**src/rtl/conv_mac_chain.sv**
```systemverilog
// Weight-stationary transposed-form D-tap MAC chain with bias, valid/ready handshake and serial
// weight loading. Define CONV_MAC_CHAIN_SAT_EN to clamp every add instead of wrapping.
module conv_mac_chain #(
   parameter int unsigned XW = 8,
   parameter int unsigned WW = 8,
   parameter int unsigned BW = 20,
   parameter int unsigned D  = 3
) (
   input  logic          i_clk,
   input  logic          i_rst_n,
   input  logic          i_valid,
   output logic          o_ready,
   input  logic [XW-1:0] i_x,
   input  logic [BW-1:0] i_bias,
   input  logic          i_w_load,
   input  logic [WW-1:0] i_w,
   input  logic          i_clear,
   output logic          o_valid,
   input  logic          i_ready,
   output logic [BW-1:0] o_psum,
   output logic          o_w_loaded
);

   localparam int unsigned PW = XW + WW;
   localparam int unsigned CW = $clog2(D + 1);

`ifdef CONV_MAC_CHAIN_SAT_EN
   localparam logic signed [BW-1:0] SatMax = $signed({1'b0, {(BW-1){1'b1}}});
   localparam logic signed [BW-1:0] SatMin = $signed({1'b1, {(BW-1){1'b0}}});

   function automatic logic signed [BW-1:0] add2(input logic signed [BW-1:0] a,
                                                 input logic signed [BW-1:0] b);
      logic signed [BW:0] sum;
      sum = (BW+1)'(a) + (BW+1)'(b);
      if (sum > (BW+1)'(SatMax)) return SatMax;
      if (sum < (BW+1)'(SatMin)) return SatMin;
      return sum[BW-1:0];
   endfunction

   // The output add is clamped once on the exact three-operand sum.
   function automatic logic signed [BW-1:0] add3(input logic signed [BW-1:0] a,
                                                 input logic signed [BW-1:0] b,
                                                 input logic signed [BW-1:0] c);
      logic signed [BW+1:0] sum;
      sum = (BW+2)'(a) + (BW+2)'(b) + (BW+2)'(c);
      if (sum > (BW+2)'(SatMax)) return SatMax;
      if (sum < (BW+2)'(SatMin)) return SatMin;
      return sum[BW-1:0];
   endfunction
`else
   function automatic logic signed [BW-1:0] add2(input logic signed [BW-1:0] a,
                                                 input logic signed [BW-1:0] b);
      return a + b;
   endfunction

   function automatic logic signed [BW-1:0] add3(input logic signed [BW-1:0] a,
                                                 input logic signed [BW-1:0] b,
                                                 input logic signed [BW-1:0] c);
      return a + b + c;
   endfunction
`endif

   logic signed [WW-1:0] w_q [D];
   logic [CW-1:0]        cnt_q;
   // s_q[k-1] holds stage register s[k], k = 1..D-1.
   logic signed [BW-1:0] s_q [D-1];
   logic signed [BW-1:0] s_d [D-1];
   logic signed [PW-1:0] prod_full [D];
   logic signed [BW-1:0] prod [D];
   logic signed [BW-1:0] psum_q, psum_d;
   logic                 valid_q;
   logic                 acc;

   assign o_ready    = !valid_q || i_ready;
   assign acc        = i_valid && o_ready;
   assign o_valid    = valid_q;
   assign o_psum     = psum_q;
   assign o_w_loaded = (cnt_q == CW'(D));

   always_comb begin
      for (int k = 0; k < D; k++) begin
         prod_full[k] = w_q[k] * $signed(i_x);
         prod[k]      = BW'(prod_full[k]);
      end
      s_d[D-2] = prod[D-1];
      for (int k = 1; k < D - 1; k++) begin
         s_d[k-1] = add2(s_q[k], prod[k]);
      end
      psum_d = add3($signed(i_bias), s_q[0], prod[0]);
   end

   always_ff @(posedge i_clk) begin
      if (!i_rst_n) begin
         for (int k = 0; k < D; k++) w_q[k] <= '0;
         for (int k = 0; k < D - 1; k++) s_q[k] <= '0;
         cnt_q   <= '0;
         psum_q  <= '0;
         valid_q <= 1'b0;
      end else begin
         if (i_w_load) begin
            for (int k = 0; k < D - 1; k++) w_q[k] <= w_q[k+1];
            w_q[D-1] <= $signed(i_w);
            if (cnt_q != CW'(D)) cnt_q <= cnt_q + 1'b1;
         end
         // Clear wins over a same-cycle accept; that sample is dropped.
         if (i_clear) begin
            for (int k = 0; k < D - 1; k++) s_q[k] <= '0;
            valid_q <= 1'b0;
         end else if (acc) begin
            s_q     <= s_d;
            psum_q  <= psum_d;
            valid_q <= 1'b1;
         end else if (valid_q && i_ready) begin
            valid_q <= 1'b0;
         end
      end
   end

endmodule
```
**config.mk**
```make
export PLATFORM = sky130hd
export DESIGN_NAME = conv_mac_chain
export DESIGN_NICKNAME = d
export VERILOG_FILES = /design/src/rtl/conv_mac_chain.sv
export SDC_FILE = /design/constraint.sdc
export NUM_CORES = 1
export LEC_CHECK = 0
export ABC_AREA = 1
export BUFFER_PORTS_ARGS = -buffer_cell sky130_fd_sc_hd__buf_2
export CORE_UTILIZATION = 50
export DETAILED_ROUTE_END_ITERATION = 16
export PLACE_DENSITY = 0.67
export SYNTH_ARGS = -nofsm -noshare
export SYNTH_HDL_FRONTEND = slang
export SYNTH_SLANG_ARGS = --single-unit
```
**constraint.sdc**
```tcl
create_clock -name i_clk -period 13.97 [get_ports i_clk]
set_input_delay 2.0955 -clock i_clk [delete_from_list [all_inputs] [get_ports i_clk]]
set_output_delay 2.0955 -clock i_clk [all_outputs]
set_load 0.05 [all_outputs]
```
# Word level (Yosys, flattened, before mapping)
# Memories as Yosys holds them, arrays and structs flattened.
# Index checks and enable logic that the tools add are counted.
# word_totals
ff_bits,59
latchBits,0
ramBits,24
mem_bits_ro,0
elab_cells,37
n_memories,1
# classes
n_addsub,4
multipliers,3
div,0
order_cmp,0
n_eq_ne,2
n_shift,0
muxes,9
bitwise_logic,5
reduce_logical,8
# memory_table
memory,depth,word_bits,read_ports,rd_clocked_by_memory_dff,write_ports,line,text
w_q,3,8,3,0,3,63,logic signed [WW-1:0] w_q [D];
# ops
operator,count
$mul 8x8->16,3
$mux 8,3
$add 20x16->20,1
$add 20x20->20,1
$add 16x16->17,1
$mux 1,6
$reduce_and 2->1,2
$or 1x1->1,3
$add 2x1->2 const B,1
$eq 2x2->1 const B,1
$logic_and 1x1->1,2
$ne 2x2->1 const B,1
$not 1->1,2
$reduce_bool 2->1,1
$reduce_or 2->1,1
$logic_not 1->1,1
$logic_or 1x1->1,1

# Depth between registers and ports, before layout
# logic_depth
depth_word,4
ltp_mapped,26
depth_no_buf,25

# Worst setup path after synthesis
# Ideal clock, no wire load.
# synth_path
kind,input -> register
from,input i_x[4]
to,"register psum_q[19], in the netlist o_psum[19]"
setup_time_ns,0.109
t_arrival_ns,6.256
t_required_ns,13.861
setup_slack_ns,7.605
cell_stages,19
path_cell_list,clkbuf_1 nand2_1 fa_1 fa_1 inv_1 fa_1 fa_1 inv_1 fa_1 inv_1 ha_1 nand2_1 o21ai_0 a21oi_1 nand3_1 nand2_1 nand3_1 nand2_1 inv_1
# synth_via
elab_chain_cells,2
# synth_lines
element,line,text
from (decl),13,"input logic [XW-1:0] i_x,"
$mul 8x8->16,82,prod_full[k] = w_q[k] * $signed(i_x);
$add 20x16->20,59,return a + b + c;
to (signal assigned),111,psum_q <= psum_d;
to (decl),70,"logic signed [BW-1:0] psum_q, psum_d;"
# Every way passes these cells.
# A chain may end at the register's enable or synchronous reset.

# Worst setup path after layout
# layout_path
from,input i_x[0]
to,"register psum_q[17], in the netlist o_psum[17]"
# Same word-level chain as after synthesis.

==> results.toml <==
[clocking]
cts_sinks = 80
post_cts_buffers = 0
cts-root-buf = "clkbuf_16"
cts-htree-levels = 3
post_cts_resized = 0
clk_path_buf_depth = 2
clk_pin_slew_ns = 0.08
cts_hold_buffers = 0
insertion_delay_ns = 0.36
cts_tree = "yes"
cts_made_buffers = 9

[layout]
stdcell_area_mm2 = 0.01429
sequential_cell_area_mm2 = 0.001842
final_cells = 2075
mostFrequentLayoutCells = "inv_1, nand2_1, fa_1, ha_1, nor2_1"
finalNetCount = 2134
multiInputGateArea_mm2 = 0.009402
drive_gt1_share_pct = 6.207
mostFrequentLayoutCell = "inv_1"
n_fill_cell = 2494
area_delta_synth_final_pct = 6.301
n_antenna_cell = 0

[timing]
slew_headroom_pct = 40.44
finalSetupViolations = 0
max_freq_ghz = 0.1409
worstMarginPinSlew_ns = 0.8924
min_period_ns = 7.100
tns_ns = 0
fin_skew_ns = 0.01145
maxSlewViolCount = 0
setup_slack_ns = 6.870
finalCritPeriodShare_pct = 50.82
rsz0062_at_grt = "no"
finalHoldViolCount = 0
whs_ns = 0.4802

[worst_setup_path]
worstPathMaxFanout = 24
critPathRequiredTime_ns = 14.23
startpoint_type = "input pin"
end_kind = "flop"
critPathArrivalTime_ns = 7.36
worstSetupPathType = "in2reg"

[die]
die_w_um = 166.0
core.rowCount = 59
die_area_mm2 = 0.02755
start_util_pct = 51.30
core_mm2 = 0.02621
io-pin-count = 65
die-height_um = 166.0

[synthesis]
netlist.area_leader.share_pct = 34.99
yosysSeqAreaShare_pct = 13.70
synth_area_leaders = "fa_1, inv_1, ha_1"
ys_ff_latch = 80
synth_top_area_cell = "fa_1"
synth_edf_count = 24
syn_inst = 1714
yosys_warnings = 0
synth_ff_type = "dfxtp_1"
synth_nets = 2113
ys_types = 37
ys_async_sr_fraction_pct = 0
avgSynthCellArea_um2 = 7.844
netlist_area_mm2 = 0.01344

[outcome]
violations = "DRC"
outcome = "finished with violations"

[route]
wl_per_cell_um = 14.23
ant_nets = 0
wl_um = 29530
drt-met1-wl_um = 13790
drt_first_iter_violations = 812
top_layer = "met4"
dr_wl_met2_um = 13780
first_pass_iters = 11
drc = 3
viasPerCell = 4.921
vias = 10210
dr_wl_met3_um = 1662

[placed_design]
dp.cells = 2059
place_ws_ns = 6.451
port-buffer-count = 64
routabilityCongestion = 0.9286
hpwl_um = 23420
placed_area_mm2 = 0.01396

[pwr]
power.switching_mw = 1.246
seqPwrFrac_pct = 13.0
p_int_mw = 1.042
pwr-share-clk_pct = 11.6
worst_ir_drop_vdd_mv = 0.1014
p_comb_share_pct = 75.4
switching_share_pct = 54.47
power.leakage_nw = 8.489
powerDensity_mw_per_mm2 = 160.1

[global_routing]
antenna_found_initial = 0
grt_pass1_wl_um = 51850
grt_max_degree = 36
gr-usage-all-layers_pct = 23.61
grt_pass1_vias = 10590
grt.overflow.total = 0

[run]
max_cap_violations = 0

[hold_path]
hold_path.class = "reg2reg"
==> layer usage <==
layer,vias to the layer above,GRT usage (%)
met4,0,4.470
met5,-,0
met1,4962,33.79
met3,16,2.884
li1,4992,-
met2,241,38.80
==> through the flow <==
stage          util (%)  power, mW
6_report          54.53      2.288
4_1_cts           54.53      2.297
2_1_floorplan         -      1.641
3_5_place_dp      53.29      2.015
3_3_place_gp      53.29      1.992
5_1_grt           54.53      2.596
==> power groups by stage <==
stage | sequential [mW] | combinational, mW | clock, mW
2_1_floorplan | 0.326 | 1.31 | 0
3_3_place_gp | 0.301 | 1.69 | 0
3_5_place_dp | 0.302 | 1.71 | 0
4_1_cts | 0.297 | 1.73 | 0.271
5_1_grt | 0.301 | 2.02 | 0.280
6_report | 0.297 | 1.72 | 0.266
==> flip-flops by register name, summed over array words and instances (netlist names) <==
register,cells
o_valid,1
o_psum,20
w_q,24
s_q,33
cnt_q,2
==> layout make-up <==
| class | instances | share of cell area, % |
|---|---|---|
| timing repair buffer | 66 | 2.346 |
| inverter | 524 | 13.76 |
| sequential | 80 | 12.89 |
| multi-input combinational | 1054 | 65.79 |
| clock inverter | 5 | 0.3590 |
| tap | 335 | 2.933 |
| clock buffer | 11 | 1.926 |
==> worst max-delay path: stages <==
cell	delay (ns)
buf_2	0.47
nand2_1	0.18
inv_1	0.55
fa_1	0.56
fa_1	0.50
fa_1	0.52
fa_1	0.49
inv_1	0.05
fa_1	0.47
inv_1	0.04
ha_1	0.33
nand2_1	0.08
nand2_1	0.10
a21oi_1	0.32
nor3_1	0.12
nor2_1	0.16
nand2_1	0.07
nand2_1	0.06
nand3_1	0.07
nand2_1	0.08
inv_1	0.04
==> synthesized netlist by cell type (4+ instances only) <==
library cell / number
fa_1: 235
o21bai_1: 6
inv_2: 4
nand3_2: 4
nand2_2: 7
edfxtp_1: 24
ha_1: 122
dfxtp_1: 56
nor3_1: 4
a21oi_1: 50
o21ai_1: 4
clkbuf_2: 6
nor2_1: 99
o21ai_0: 50
nand3_1: 53
nand2_1: 354
clkbuf_1: 41
xnor2_1: 13
buf_2: 7
inv_1: 520
xor2_1: 14
or2_1: 4
o21a_1: 7
==> worst paths after layout <==
check,slack [ns],startpoint,to,depth (start not counted)
hold reg to reg,0.48,cnt_q[0],cnt_q[0],2
setup reg to reg,8.62,w_q[0][7],o_psum[17],20
hold / removal,0.48,cnt_q[0],cnt_q[0],2
setup / recovery,6.87,i_x[0],o_psum[17],21
==> cells by family (layout without fill, tap and decap cells) <==
| group | Yosys count | in the layout | share of synthesized area (%) |
|---|---|---|---|
| buffers and inverters | 580 | 606 | 16.37 |
| AND/OR/NAND/NOR | 538 | 538 | 16.36 |
| adder cells (fa/ha/maj) | 357 | 357 | 46.35 |
| AO/OA/AOI/OAI | 132 | 132 | 5.463 |
| flip-flops | 80 | 80 | 13.70 |
| XOR/XNOR | 27 | 27 | 1.759 |
Power figures use the tool's default switching activity.
